<file path="src/rtl/pushbtn_poller_pkg.sv">
// rtl/pushbtn_poller_pkg.sv - shared push-button instruction codes and poller state encoding
package pushbtn_poller_pkg;

    localparam logic [3:0] INST_NOP = 4'h0;
    localparam logic [3:0] INST_RBS = 4'h1;

    typedef enum logic [2:0] {
        ST_RESET  = 3'd0,
        ST_WAIT   = 3'd1,
        ST_ISSUE  = 3'd2,
        ST_SAMPLE = 3'd3,
        ST_ERROR  = 3'd4
    } state_e;

    function automatic logic [11:0] make_inst(input logic [3:0] code);
        return {code, 8'h00};
    endfunction

endpackage

</file>
<file path="src/rtl/pushbtn_poll_timer.sv">
// rtl/pushbtn_poll_timer.sv - reloadable down-counter that holds at zero
module pushbtn_poll_timer #(
    parameter int Width = 16
) (
    input  logic             clock,
    input  logic             reset,
    input  logic             load,
    input  logic [Width-1:0] value,
    output logic [Width-1:0] count,
    output logic             zero
);

    localparam logic [Width-1:0] One = Width'(1);

    logic [Width-1:0] count_q;

    always_ff @(posedge clock) begin
        if (reset || load) begin
            count_q <= value;
        end else if (count_q != '0) begin
            count_q <= count_q - One;
        end
    end

    assign count = count_q;
    assign zero  = (count_q == '0);

endmodule

</file>
<file path="src/rtl/pushbtn_poller.sv">
// rtl/pushbtn_poller.sv - periodically issues RBS to the push-button peripheral and counts presses
module pushbtn_poller
    import pushbtn_poller_pkg::*;
#(
    parameter int PollPeriod = 40000,
    parameter int PollSize   = 16,
    parameter int CountSize  = 8
) (
    input  logic                 clock,
    input  logic                 reset,
    input  logic                 poll_enable,
    input  logic                 clear,
    output logic [11:0]          inst,
    output logic                 inst_en,
    input  logic                 button_status,
    output logic                 press_pulse,
    output logic [CountSize-1:0] press_count,
    output logic                 error
);

    localparam logic [PollSize-1:0]  Reload   = PollSize'(PollPeriod - 1);
    localparam logic [CountSize-1:0] CountMax = '1;
    localparam logic [CountSize-1:0] CountOne = CountSize'(1);

    state_e                 state_q, state_d;
    logic                   pulse_q, pulse_d;
    logic [CountSize-1:0]   count_q, count_d;
    logic                   timer_load;
    logic                   timer_zero;
    logic [PollSize-1:0]    timer_count_unused;
    logic                   hit;

    pushbtn_poll_timer #(
        .Width (PollSize)
    ) u_timer (
        .clock (clock),
        .reset (reset),
        .load  (timer_load),
        .value (Reload),
        .count (timer_count_unused),
        .zero  (timer_zero)
    );

    always_ff @(posedge clock) begin
        if (reset) begin
            state_q <= ST_RESET;
            pulse_q <= 1'b0;
            count_q <= '0;
        end else begin
            state_q <= state_d;
            pulse_q <= pulse_d;
            count_q <= count_d;
        end
    end

    always_comb begin
        state_d    = state_q;
        timer_load = 1'b0;
        case (state_q)
            ST_RESET: begin
                state_d    = ST_WAIT;
                timer_load = 1'b1;
            end
            ST_WAIT: begin
                if (timer_zero && poll_enable) state_d = ST_ISSUE;
            end
            ST_ISSUE:  state_d = ST_SAMPLE;
            ST_SAMPLE: begin
                state_d    = ST_WAIT;
                timer_load = 1'b1;
            end
            ST_ERROR:  state_d = ST_ERROR;
            default:   state_d = ST_ERROR;
        endcase
    end

    // A clear in the same cycle as a detected press leaves exactly that press counted.
    always_comb begin
        hit     = (state_q == ST_SAMPLE) && button_status;
        pulse_d = hit;
        count_d = count_q;
        if (clear) begin
            count_d = hit ? CountOne : '0;
        end else if (hit && (count_q != CountMax)) begin
            count_d = count_q + CountOne;
        end
    end

    assign inst        = (state_q == ST_ISSUE) ? make_inst(INST_RBS) : make_inst(INST_NOP);
    assign inst_en     = (state_q == ST_ISSUE);
    assign press_pulse = pulse_q && (state_q != ST_ERROR);
    assign press_count = count_q;
    assign error       = (state_q == ST_ERROR);

endmodule

</file>
<file path="config.mk">
export PLATFORM = sky130hd
export DESIGN_NAME = pushbtn_poller
export DESIGN_NICKNAME = d
export VERILOG_FILES = /design/src/rtl/pushbtn_poller_pkg.sv /design/src/rtl/pushbtn_poll_timer.sv /design/src/rtl/pushbtn_poller.sv
export SDC_FILE = /design/constraint.sdc
export NUM_CORES = 1
export LEC_CHECK = 0
export CORE_ASPECT_RATIO = 0.7
export CORE_MARGIN = 10
export CORE_UTILIZATION = 51
export DETAILED_ROUTE_END_ITERATION = 6
export PLACE_DENSITY = 0.88
export REMOVE_ABC_BUFFERS = 1
export SYNTH_ARGS = -nofsm -noshare
export SYNTH_HDL_FRONTEND = slang
export SYNTH_SLANG_ARGS = --single-unit
</file>
<file path="constraint.sdc">
create_clock -name clock -period 2.83 [get_ports clock]
set_input_delay 0.4245 -clock clock [delete_from_list [all_inputs] [get_ports clock]]
set_output_delay 0.4245 -clock clock [all_outputs]
set_load 0.03 [all_outputs]
</file>
; ---- Word-level counts from Yosys, hierarchy flattened
; Cells that the tools add are included.
[totals]
register_bits = 28
inputBits = 5
output_inout_bits = 23
elab_cells = 30
[op_classes]
n_addsub = 2
n_eq_ne = 7
n_mux = 7
reduce_logical = 10
[op_table]
columns = op, n
row1 = 16-bit zero test, 1
row2 = 8-bit 2-to-1 mux, 2
row3 = 16-bit nonzero test, 1
row4 = 16-bit by 1-bit subtractor with 16-bit output (second input constant), 1
row5 = 9-bit 2-to-1 mux, 1
row6 = 3-bit one-hot mux with 3 select lines, 1
row7 = 8-bit by 1-bit adder with 8-bit output (second input constant), 1
row8 = 8-bit inequality test (second input constant), 1
row9 = 3-bit by 2-bit == test with 1-bit output (second input constant), 2
row10 = 1-bit logical AND, 4
row11 = 3-bit by 1-bit == test with 1-bit output (second input constant), 1
row12 = 3-bit == test (second input constant), 1
row13 = 3-bit zero test, 1
row14 = 3-bit 2-to-1 mux, 1
row15 = 3-bit inequality test (second input constant), 1
row16 = 1-bit 2-to-1 mux, 2
row17 = 2-bit inequality test (second input constant), 1
row18 = 2-bit nonzero test, 1
row19 = 2-bit OR reduction, 1
row20 = 1-bit logical OR, 1

; ---- Logic depth before layout (Yosys ltp)
[depth]
ltp_word = 5
mapped_depth = 6
ltp_nobuf = 6

; ---- By module
; Synthesis repeated with hierarchy kept, for this count alone.
[unflattened]
hier_cells = 168
area_unflattened_um2 = 1629.1
[modules_own_cells]
columns = mod, instances, cells_each, area_each_um2
row1 = pushbtn_poll_timer, 1, 92, 945.9
row2 = pushbtn_poller, 1, 76, 683.2

; ---- Least setup slack after synthesis
; Ideal clock, no wire load.
[synth_timing]
path_kind = register to register
from = register u_timer.count_q[4], in the netlist u_timer.count[4]
to = register u_timer.count_q[15], in the netlist u_timer.count[15]
arrival_time_ns = 1.923
slack_ns = 0.828
stages_incl_launch_ff = 5
n_path_buf = 0
period_less_slack_ns = 2.002
path_cell_list = dfxtp_1 -> or4_4 -> or4_4 -> or4_1 -> o211ai_1
[synth_via]
elab_chain_len = 1
[synth_rtl]
columns = element, line_no
row1 = from (decl), pushbtn_poll_timer.sv:15  ; logic [Width-1:0] count_q;
row2 = from (signal assigned), pushbtn_poll_timer.sv:19  ; count_q <= value;
row3 = from (signal assigned), pushbtn_poll_timer.sv:21  ; count_q <= count_q - One;
row4 = 16-bit by 1-bit subtractor with 16-bit output / 16-bit nonzero test (equally long branches), "pushbtn_poll_timer.sv:21, pushbtn_poll_timer.sv:20"
; Parallel ways exist; a longest one is shown, timed or not.
; A chain may end at the register's enable or synchronous reset.

; ---- Worst setup path after layout
[layout_timing]
from = register u_timer.count_q[0], in the netlist u_timer.count[0]
to = register u_timer.count_q[14], in the netlist u_timer.count[14]
; Same word-level chain as after synthesis.

==> impl_metrics.yaml <==
run_status:
  outcome: "finished clean"
critical_path:
  r2r_start: "u_timer.count[0]$_SDFFE_PP1P_"
  cp.required_ns: 3.04
  crit_end: "u_timer.count[14]$_SDFFE_PP0P_"
  crit_path_start_kind: "flop"
  cp.arrival_ns: 2.37
  cp-startpoint: "u_timer.count[0]$_SDFFE_PP1P_"
  cp-end-kind: "flop"
  reg2reg_depth: 6
  rrSetupSlack_ns: 0.67
  cp_max_fo: 6
  rr_endpoint: "u_timer.count[14]$_SDFFE_PP0P_"
  critPathKind: "flop to flop"
global_routing:
  grt_first_pass_wirelength_um: 5330
  grt_max_degree: 15
  antenna_found_initial: 0
  grt_util_all_layers: 0.112
  grt-ovfl-total: 0
  grt_pass1_vias: 1134
drt:
  avgViaCountPerCell: 5.85
  detail_route.wl_per_cell_um: 13.9
  initialDrtViolationCount: 119
  dr_total_vias: 1327
  ant_nets: 0
  drc: 0
  finalWirelength_um: 3150
  drt-pass1-iter-count: 4
synth:
  synth_compound_gate_area_share: 0.191
  async_flop_share: 0
  ys_ff_latch: 28
  synth_cell_type_count: 45
  post-synth-top-area-fraction: 0.376
  synth_fa_ha_area_frac: 0.0168
  synth_area_leaders: "dfxtp_1 (38%), buf_4 (6.0%), nor2_1 (4.5%)"
  synthXorXnorAreaFrac: 0.0118
  synth.cell_area_sq_mm: 0.00149
  seq_area_frac_synth: 0.376
  synth_top_family_by_area: "simple AND/OR/NAND/NOR gates"
  syn_inst: 178
  yosysWarnings: 0
  ys_top_cells_by_count: "dfxtp_1 (28), nor2_1 (18), o21ai_0 (13)"
  yosysMostFrequentCell: "dfxtp_1"
  syn_avg_cell_area_sq_um: 8.37
  yosysTopAreaCell: "dfxtp_1"
  synth_edf_count: 0
  synthSimpleGateAreaFrac: 0.302
  synth.area.mux_share: 0.0134
  ys.flop_type: "dfxtp_1"
final_layout:
  design_area_sq_mm: 0.00167
  final_util: 0.596
  num-fill-cells: 259
  nets: 200
  multi_input_area_sq_um: 840
  drive_gt1_frac: 0.0576
  num_antenna_cells: 0
  seq_area_sq_um: 561
  syn2layout_area_growth_pct: 12.0
floorplanning:
  die_x_um: 84.6
  die_area_sq_mm: 0.00552
  initial_core_util: 0.532
  core_area_sq_mm: 0.00280
  rows: 16
  num_io_pins: 28
  die_height_um: 65.2
clock_tree:
  cts_inserted_buffers: 3
  cts_buffer_depth: 2
  clkTransAtPathRegs_ns: 0.09
  cts_setup_buffers: 0
  cts_root_buffer: "clkbuf_8"
  htree_levels: 1
  hold_buffers: 0
  clk-insertion-delay-late_ns: 0.27
  post_cts_resized: 0
  clock_sinks: 28
  cts_tree: "built"
timing:
  skew_ns: 0.000932
  finalCritPeriodShare: 0.763
  setup_ws_ns: 0.671
  setup_viol: 0
  rsz0062_at_grt: "no"
  tightest_slew_ns: 0.615
  fmax_mhz: 463
  slew_violations: 0
  hold_violations: 0
  finalSetupTns_ns: 0
  maxSlewHeadroom: 0.586
  timing.final.crit_period_ns: 2.16
placed_design:
  pre_cts_slack_ns: 0.708
  port_buffers: 16
  gp_congestion: 0.887
  dp_hpwl_um: 2380
  dpl_cell_area_sq_mm: 0.00163
pwr:
  swShare: 0.234
  switchingPower_uw: 153
  leakage_nw: 0.581
  p_int_uw: 502
  combPwrFrac: 0.064
  clock_power_share: 0.327
  power_density_mw_per_mm2: 392
  power_frac_seq: 0.609
  peakVddDrop_mv: 0.429
run:
  cap_viol_max_count: 0
worst_hold_path:
  worstHoldPathType: "flop to flop"
how the worst min path moves through the flow:
stage,start,to,slack [ns],cells past startpoint
2_1_floorplan,u_timer.count[14]$_SDFFE_PP0P_,u_timer.count[14]$_SDFFE_PP0P_,0.46,2
3_3_place_gp,u_timer.count[14]$_SDFFE_PP0P_,u_timer.count[14]$_SDFFE_PP0P_,0.48,2
3_5_place_dp,u_timer.count[14]$_SDFFE_PP0P_,u_timer.count[14]$_SDFFE_PP0P_,0.48,2
4_1_cts,u_timer.count[14]$_SDFFE_PP0P_,u_timer.count[14]$_SDFFE_PP0P_,0.50,2
5_1_grt,u_timer.count[14]$_SDFFE_PP0P_,u_timer.count[14]$_SDFFE_PP0P_,0.53,2
6_report,u_timer.count[14]$_SDFFE_PP0P_,u_timer.count[14]$_SDFFE_PP0P_,0.49,2
layout by cell type (no fill, tap or decap), types with 2 or more instances in the layout:
cell type        count
dfxtp_1             28
nor2_1              18
clkdlybuf4s50_1     16
o21ai_0             13
conb_1              11
a21oi_1              8
nand2_1              8
or4_1                7
inv_1                6
nand3_1              6
nor3_1               5
nor4_1               5
or3_1                4
o31ai_1              4
or2_2                3
nand3b_1             3
o211ai_1             3
nand4_1              3
a211oi_1             3
clkbuf_8             3
nand2b_1             2
nor2b_1              2
nor3b_1              2
a21o_1               2
or4_4                2
and4_1               2
nand4b_1             2
mux2i_1              2
ha_1                 2
through the flow:
stage               power, mW  hold WS (ns)  instances
floorplan               0.437         0.459        172
global placement        0.448         0.479        224
detailed placement      0.448         0.483        224
CTS                     0.663         0.496        227
global route            0.681         0.531        227
finish                  0.654         0.495        227
layout make-up:
class,instances,share of cell area
clock buffers,3,0.0247
multi-input cells,138,0.503
inverters,6,0.0135
flip-flops and latches,28,0.336
well taps,36,0.0270
repair buffers,16,0.0960
state kept, by name, summed over array words and instances (netlist names):
name / flops
press_count: 8
pulse_q: 1
u_timer.count: 16
state_q: 3
critical path: stages, from the launching register on:
cell and delay, ns:
dfxtp_1 0.34, inv_1 0.08, ha_1 0.23, nor3b_1 0.47, nand3_1 0.27, or4_1 0.56
a21oi_1 0.14
per-layer routing:
layer,vias up,wire length [um],global-route usage
li1,672,-,-
met1,607,1670,0.157
met2,46,1230,0.151
met3,2,231,0.0456
met4,0,30,0.0287
met5,-,0,0
power by group through the flow:
stage	registers [mW]	clock network [mW]	logic, mW
after floorplan	0.407	0	0.0296
after detailed placement	0.407	0	0.0406
after CTS	0.398	0.224	0.0409
after global placement	0.407	0	0.0405
final	0.398	0.214	0.0419
after global routing	0.399	0.237	0.0454
logic make-up (layout without fill, tap and decap cells):
family                   count (synthesis)  in the layout
XOR/XNOR                                 2              2
multiplexers                             2              2
AO/OA/AOI/OAI                           43             43
buffers and inverters                   22             25
adder cells (fa/ha/maj)                  2              2
AND/OR/NAND/NOR                         78             78
flip-flops                              28             28
other                                    1             11
Note: power is estimated with default switching activity, not from simulation.
